**src/rtl/seven_segment_mux.sv**
```systemverilog
// seven_segment_mux: time-multiplexed driver for an N-digit common-anode 7-segment display.
// Scans one digit per refresh slot, decodes BCD/hex with per-digit dot, per-digit enable,
// leading-zero blanking and PWM brightness. Inputs are snapshotted once per frame (no tearing).
// Ports:
//   clk, rst_n   system clock, asynchronous active-low reset
//   digit        4-bit code per digit, digit k at [4k+3:4k], k=0 rightmost
//   en_dot       per-digit decimal point enable
//   digit_en     per-digit enable (0 = dark for its slot)
//   hex_mode     1 = codes 10..15 show A..F, 0 = blank
//   lz_blank     1 = blank leading zeros
//   brightness   PWM level, 0 dimmest, all-ones full on
//   pos          active-low one-hot anode select (registered)
//   segments     active-low {a,b,c,d,e,f,g,dp} (registered)
//   frame_tick   1-cycle pulse on the last cycle of each full scan (registered)
module seven_segment_mux #(
    parameter int unsigned N_DIGITS    = 8,
    parameter int unsigned REFRESH_DIV = 100000,
    parameter int unsigned DIM_BITS    = 4
) (
    input  logic                  clk,
    input  logic                  rst_n,
    input  logic [4*N_DIGITS-1:0] digit,
    input  logic [N_DIGITS-1:0]   en_dot,
    input  logic [N_DIGITS-1:0]   digit_en,
    input  logic                  hex_mode,
    input  logic                  lz_blank,
    input  logic [DIM_BITS-1:0]   brightness,
    output logic [N_DIGITS-1:0]   pos,
    output logic [7:0]            segments,
    output logic                  frame_tick
);

    localparam int unsigned PW = (REFRESH_DIV > 1) ? $clog2(REFRESH_DIV) : 1;
    localparam int unsigned SW = (N_DIGITS > 1) ? $clog2(N_DIGITS) : 1;
    localparam logic [PW-1:0] PRESC_LAST = PW'(REFRESH_DIV - 1);
    localparam logic [SW-1:0] SLOT_LAST  = SW'(N_DIGITS - 1);

    typedef struct packed {
        logic [4*N_DIGITS-1:0] digit;
        logic [N_DIGITS-1:0]   dot;
        logic [N_DIGITS-1:0]   en;
        logic                  hex;
        logic                  lz;
        logic [DIM_BITS-1:0]   bright;
    } snap_t;

    localparam snap_t SNAP_RESET = '{
        digit:  {N_DIGITS{4'hF}},
        dot:    '0,
        en:     '0,
        hex:    1'b0,
        lz:     1'b0,
        bright: '0
    };

    logic [PW-1:0]       presc_q, presc_d;
    logic [SW-1:0]       slot_q, slot_d;
    logic [DIM_BITS-1:0] pwm_q, pwm_d;
    snap_t               snap_q, snap_d;
    logic [N_DIGITS-1:0] pos_q, pos_d;
    logic [7:0]          seg_q, seg_d;
    logic                tick_q, tick_d;

    logic                end_of_frame_c;
    logic [N_DIGITS-1:0] blank_c;
    logic                zero_run_c;
    logic [3:0]          code_c;
    logic [7:0]          glyph_c;
    logic                lit_c;

    // Active-low glyph with dp off; codes 10..15 blank unless hex is set.
    function automatic logic [7:0] decode(input logic [3:0] code, input logic hex);
        logic [7:0] g;
        g = 8'hFF;
        case (code)
            4'h0: g = 8'h03;
            4'h1: g = 8'h9F;
            4'h2: g = 8'h25;
            4'h3: g = 8'h0D;
            4'h4: g = 8'h99;
            4'h5: g = 8'h49;
            4'h6: g = 8'h41;
            4'h7: g = 8'h1F;
            4'h8: g = 8'h01;
            4'h9: g = 8'h09;
            4'hA: g = hex ? 8'h11 : 8'hFF;
            4'hB: g = hex ? 8'hC1 : 8'hFF;
            4'hC: g = hex ? 8'h63 : 8'hFF;
            4'hD: g = hex ? 8'h85 : 8'hFF;
            4'hE: g = hex ? 8'h61 : 8'hFF;
            4'hF: g = hex ? 8'h71 : 8'hFF;
        endcase
        return g;
    endfunction

    // Leading-zero mask: digit k blanked when it and every digit above it is zero.
    always_comb begin
        blank_c    = '0;
        zero_run_c = 1'b1;
        for (int k = N_DIGITS - 1; k >= 1; k--) begin
            zero_run_c = zero_run_c & (snap_q.digit[4*k +: 4] == 4'h0);
            blank_c[k] = snap_q.lz & zero_run_c;
        end
    end

    // Scan counters, snapshot capture and output selection.
    always_comb begin
        presc_d = presc_q;
        slot_d  = slot_q;
        pwm_d   = pwm_q + DIM_BITS'(1);
        snap_d  = snap_q;
        pos_d   = {N_DIGITS{1'b1}};
        seg_d   = 8'hFF;

        end_of_frame_c = (presc_q == PRESC_LAST) && (slot_q == SLOT_LAST);

        if (presc_q == PRESC_LAST) begin
            presc_d = '0;
            slot_d  = (slot_q == SLOT_LAST) ? '0 : slot_q + SW'(1);
        end else begin
            presc_d = presc_q + PW'(1);
        end

        if (end_of_frame_c) begin
            snap_d.digit  = digit;
            snap_d.dot    = en_dot;
            snap_d.en     = digit_en;
            snap_d.hex    = hex_mode;
            snap_d.lz     = lz_blank;
            snap_d.bright = brightness;
        end

        // Tick is registered one cycle early so it coincides with the end-of-frame cycle.
        tick_d = (presc_d == PRESC_LAST) && (slot_d == SLOT_LAST);

        code_c  = snap_q.digit[{slot_q, 2'b00} +: 4];
        glyph_c = decode(code_c, snap_q.hex);
        lit_c   = (pwm_q <= snap_q.bright);

        if (lit_c && snap_q.en[slot_q]) begin
            pos_d = ~(N_DIGITS'(1) << slot_q);
            seg_d = {(blank_c[slot_q] ? 7'h7F : glyph_c[7:1]), ~snap_q.dot[slot_q]};
        end
    end

    always_ff @(posedge clk or negedge rst_n) begin
        if (!rst_n) begin
            presc_q <= '0;
            slot_q  <= '0;
            pwm_q   <= '0;
            snap_q  <= SNAP_RESET;
            pos_q   <= {N_DIGITS{1'b1}};
            seg_q   <= 8'hFF;
            tick_q  <= 1'b0;
        end else begin
            presc_q <= presc_d;
            slot_q  <= slot_d;
            pwm_q   <= pwm_d;
            snap_q  <= snap_d;
            pos_q   <= pos_d;
            seg_q   <= seg_d;
            tick_q  <= tick_d;
        end
    end

    assign pos        = pos_q;
    assign segments   = seg_q;
    assign frame_tick = tick_q;

endmodule
```
**config.mk**
```make
export PLATFORM = sky130hd
export DESIGN_NAME = seven_segment_mux
export DESIGN_NICKNAME = d
export VERILOG_FILES = /design/src/rtl/seven_segment_mux.sv
export SDC_FILE = /design/constraint.sdc
export NUM_CORES = 1
export LEC_CHECK = 0
export CORE_MARGIN = 1.5
export CORE_UTILIZATION = 46
export CTS_CLUSTER_DIAMETER = 60
export DETAILED_ROUTE_END_ITERATION = 8
export PLACE_DENSITY = 0.7
export SLEW_MARGIN = 30
export SYNTH_ARGS = -nofsm -noshare
export SYNTH_HDL_FRONTEND = slang
export SYNTH_SLANG_ARGS = --single-unit
```
**constraint.sdc**
```tcl
create_clock -name clk -period 2.3 [get_ports clk]
set_input_delay 0.69 -clock clk [delete_from_list [all_inputs] [get_ports clk]]
set_output_delay 0.69 -clock clk [all_outputs]
set_load 0.02 [all_outputs]
```
**Yosys cells after proc, flatten, opt, wreduce, memory -nomap -nowiden**

Cells that the tools add are included.

- Flip-flop bits (word level): 95
- Bits of input ports: 56
- Output and inout port bits: 17
- Word-level logic and storage cells: 83

- Add/sub/neg operators: 3
- Magnitude comparators: 2
- Equal/unequal tests: 19
- Shift operators: 2
- Multiplexer cells: 19
- Bitwise operators: 15
- Reduce and logical (&&, ||, !) cells: 11

Operators with widths:

| cell | count |
|---|---|
| $pmux W8 S16 | 1 |
| $mux W8 | 6 |
| $eq A17 B17 Y1 const B | 2 |
| $eq A4 B4 Y1 const B | 8 |
| $logic_not A4 Y1 | 8 |
| $shiftx A32 B6 Y4 | 1 |
| $add A17 B1 Y17 const B | 1 |
| $mux W17 | 1 |
| $eq A4 B3 Y1 const B | 4 |
| $mux W7 | 2 |
| $and A1 B1 Y1 | 13 |
| $bmux W1 S3 | 3 |
| $eq A4 B2 Y1 const B | 2 |
| $not A8 Y8 | 1 |
| $shl A1 B3 Y8 const A | 1 |
| $eq A3 B3 Y1 const B | 2 |
| $mux W3 | 2 |
| $mux W6 | 1 |
| $add A4 B1 Y4 const B | 1 |
| $eq A4 B1 Y1 const B | 1 |
| $le A4 B4 Y1 | 1 |
| $lt A3 B4 Y1 const B | 1 |
| $add A3 B1 Y3 const B | 1 |
| $logic_and A1 B1 Y1 | 3 |
| 2 further kinds | 4 |

**Depth between registers and ports, before layout**

- Word-level depth: 12
- Depth in mapped cells: 10

**Worst setup path before layout**

Ideal clock, no wire load.

- Kind: reg-to-reg
- Start: register slot_q[0]
- End: register seg_q[4] (netlist: segments[4])
- Setup time: 86 ps
- Arrival time: 2035 ps
- Setup slack: 180 ps
- Stages on the path, launching flop included: 8
- Path buffers: 2
- Clock period less this slack: 2120 ps
- Path through: dfrtp_1 buf_6 buf_12 mux4_2 o211a_4 nor2_8 o22ai_1 a2111o_1

- Cells in the longest elaborated chain, start to end: 5
- Elaborated cells between the ends (all ways): 25
- Those cells by class: eq/ne (15); shift (1); mux (7); reduce/logical (2)

Ends and longest elaborated chain:

| element | line | source |
|---|---|---|
| start, declared | 57 | `logic [SW-1:0] slot_q, slot_d;` |
| start signal, assigned | 157 | `slot_q <= slot_d;` |
| $shiftx A32 B6 Y4 | 136 | `code_c = snap_q.digit[{slot_q, 2'b00} +: 4];` |
| $eq A4 B4 Y1, or another cell as far along | 75 | `case (code)` |
| $pmux W8 S16 | 75 |  |
| $mux W7 | 142 | `seg_d = {(blank_c[slot_q] ? 7'h7F : glyph_c[7:1]), ~snap_q.dot[slot_q]};` |
| $mux W8 (*) | 140 | `if (lit_c && snap_q.en[slot_q]) begin` |
| net seg_d[4] | 61 | `logic [7:0] seg_q, seg_d;` |
| end signal, assigned | 161 | `seg_q <= seg_d;` |
| end, declared | 61 |  |

The timed path passes the listed nets; every way through them passes the cells marked *. The select of a mux whose other input is x is not followed.
A chain may end at the register's enable or synchronous reset.

**Worst setup path after layout**

- Start: register presc_q[6]
- End: register snap_q[48] (netlist bit)

- Cells in the longest elaborated chain, start to end: 2

Ends and longest elaborated chain:

| element | line | source |
|---|---|---|
| start, declared | 56 | `logic [PW-1:0] presc_q, presc_d;` |
| start signal, assigned | 156 | `presc_q <= presc_d;` |
| $eq A17 B17 Y1 | 115 | `end_of_frame_c = (presc_q == PRESC_LAST) && (slot_q == SLOT_LAST);` |
| $logic_and A1 B1 Y1 | 115 |  |
| end signal, assigned | 159 | `snap_q <= snap_d;` |
| end, declared | 59 | `snap_t snap_q, snap_d;` |

No other way between the ends.

==> results.cfg <==
[place]
portBuffers = 72
dp_hpwl_mm = 7.489
place_area_sq_um = 5728
dp_slack_ns = -0.04846
gp_congestion = 0.8569

[synthesis]
netlist_top_cells_count = mux2_2 (53), dfstp_2 (48), dfrtp_1 (47)
syn_avg_cell_area_sq_um = 12.28
yosysMostFrequentCell = mux2_2
synth_edf_count = 0
synth_top_cell_area_share_pct = 26.82
synth_area_sq_um = 4703
yosysTopAreaCell = dfstp_2
ys.flop_type = dfstp_2
ys.warnings.count = 0
ys_ff_latch = 95
ys_async_sr_fraction_pct = 100.0
synth_nets = 451
ys_seq_area_share_pct = 51.82
synth_cell_types = 62
synth_area_leaders = dfstp_2 (27%), dfrtp_1 (25%), mux2_2 (13%), ha_1 (3.2%), mux4_2 (2.4%)
synth_cells = 383

[finish]
drive_gt1_share_pct = 35.93
stdcell_area_sq_um = 6083
multi_input_area_sq_um = 2142
area_delta_synth_final_pct = 29.34
antenna_cells = 0
postLayoutCoreUtil_pct = 61.67
seq_area_sq_um = 2439
fillerInstances = 766
nets = 550

[power]
power_density_nw_per_um2 = 505.1
clockPowerShare_pct = 41.1
p_leak_uw = 0.002549
combPwrFrac_pct = 4.4
p_int_uw = 2410
p_sw_uw = 662.8
switching_share_pct = 21.57
ir_drop_mv = 0.2856
seqPwrFrac_pct = 54.5

[drt]
postRouteAntennaNets = 0
vias = 3347
drt_iter0_drc = 147
routed_wl_mm = 10.36
via_per_inst = 5.398
dr.pass1.iters = 4
drc = 0
wl_per_cell_um = 16.71

[worst_setup_path]
worstSetupPathType = register to register
worst_r2r_endpoint = snap_q[48]
end_kind = register
start_kind = register
worstPathRequired_ns = 2.61
critPathMaxFanout = 15
r2r-start = presc_q[6]
cp.arrival_ns = 2.53
worst-r2r-setup-slack_ns = 0.08
r2r_cells = 8

[timing]
fmaxAchievable_mhz = 450.4
fin_ws_ns = 0.07954
setup_tns_ns = 0
worst_pin_slew_ns = 0.4762
whs_ns = 0.2555
hold_viol = 0
period_share_pct = 96.54
period_minus_slack_ns = 2.220
finalSetupViolations = 0
finClkSkew_ns = 0.01375
relSlewSlack_pct = 67.92
slew_viol_final = 0

[grt]
grt_overflow = 0
grt_pass1_vias = 3486
grtUsageTotal_pct = 19.96
grt_pass1_wl_mm = 17.19
grt_max_degree = 34
antenna_found_initial = 0

[cts]
cts_max_path_buffers = 2
cts_tree = done
clkSlewWorstSetupHoldPaths_ns = 0.10
clock-root-buffer = clkbuf_8
cts_sinks = 95
numCtsBuffers = 9
ctsHtreeMaxLevel = 3
clock_latency_ns = 0.37

[die]
start_util_pct = 47.68
core_sq_um = 9864
top_level_ports = 73
die_w_um = 104.1
row_count = 36
die_area_sq_um = 10840
die_y_um = 104.1

[hold_path]
hold_path.class = primary input to async pin

[run]
maxCapViolCount = 0

[status]
status = complete, no violations
-- worst max-delay path, stage by stage (launching register included) --
cell       delay [ns]
dfrtp_1          0.42
nor4b_4          0.38
nor4b_2          0.25
nand4_1          0.13
buf_4            0.17
nor2_4           0.15
buf_4            0.16
clkbuf_16        0.17
mux2_2           0.34
-- logic make-up (layout without fill, tap and decap cells) --
group | count (synthesis) | count (layout) | share of synthesized area, %
xor+xnor | 16 | 16 | 2.980
compound gates | 48 | 48 | 7.396
mux | 70 | 70 | 18.33
buf+inv | 30 | 134 | 3.485
fa+ha+maj | 12 | 12 | 3.192
simple gates | 112 | 112 | 12.80
flops | 95 | 95 | 51.82
-- registers in the layout, indices dropped and copies added, names as in the netlist --
name        count
slot_q          3
segments        8
snap_q         54
pwm_q           4
frame_tick      1
pos             8
presc_q        17
-- layout by cell type (no fill, tap or decap), types with 12 or more instances in the layout --
cell type         n
buf_4            28
clkdlybuf4s50_1  71
dfrtp_1          46
dfstp_2          48
ha_1             12
mux2_2           53
nand2_1          30
nand3_1          17
nor2_1           17
o21ai_0          15
-- how the worst max path moves through the flow --
stage / slack (ns) / start / depth (start not counted) / to
6_report: 0.08 / presc_q[6] / 8 / snap_q[48]
5_1_grt: -0.01 / presc_q[6] / 8 / snap_q[48]
4_1_cts: 0.009 / presc_q[8] / 7 / snap_q[15]
3_5_place_dp: -0.05 / slot_q[0] / 7 / segments[2]
3_3_place_gp: 0.03 / slot_q[0] / 7 / segments[2]
2_1_floorplan: 0.18 / slot_q[0] / 7 / segments[4]
-- layout make-up --
| class | count | area share [%] |
|---|---|---|
| clock inverters | 6 | 1.481 |
| well taps | 133 | 2.736 |
| repair buffers | 107 | 17.54 |
| inverters | 11 | 0.6787 |
| clock buffers | 10 | 2.262 |
| flip-flops and latches | 95 | 40.09 |
| multi-input cells | 258 | 35.21 |
-- repair_timing --
action	CTS	global route
gates cloned	0	2
pin swaps	0	2
gates resized for setup	1	7
endpoints found under the setup margin	3	45
buffers inserted	0	4
hold buffers	0	0
-- metrics by stage --
stage               power, uW  instances
finish                   3073        620
global placement         1841        598
floorplan                1704        383
CTS                      3105        614
global route             3179        620
detailed placement       1842        598
-- power by group through the flow --
| stage | clock [uW] | sequential, uW | combinational [uW] |
|---|---|---|---|
| 2_1_floorplan | 0 | 1700 | 0.790 |
| 3_3_place_gp | 0 | 1700 | 138 |
| 3_5_place_dp | 0 | 1700 | 139 |
| 4_1_cts | 1290 | 1670 | 139 |
| 5_1_grt | 1360 | 1670 | 148 |
| 6_report | 1260 | 1670 | 136 |
-- per-layer routing --
metal	wire length, um	up-vias	track usage (%)
met5	0	-	0
met4	152	0	6.647
met3	374	14	4.449
met2	4868	64	31.60
met1	4965	1682	27.24
li1	-	1587	-
(Power assumes the default switching activity.)
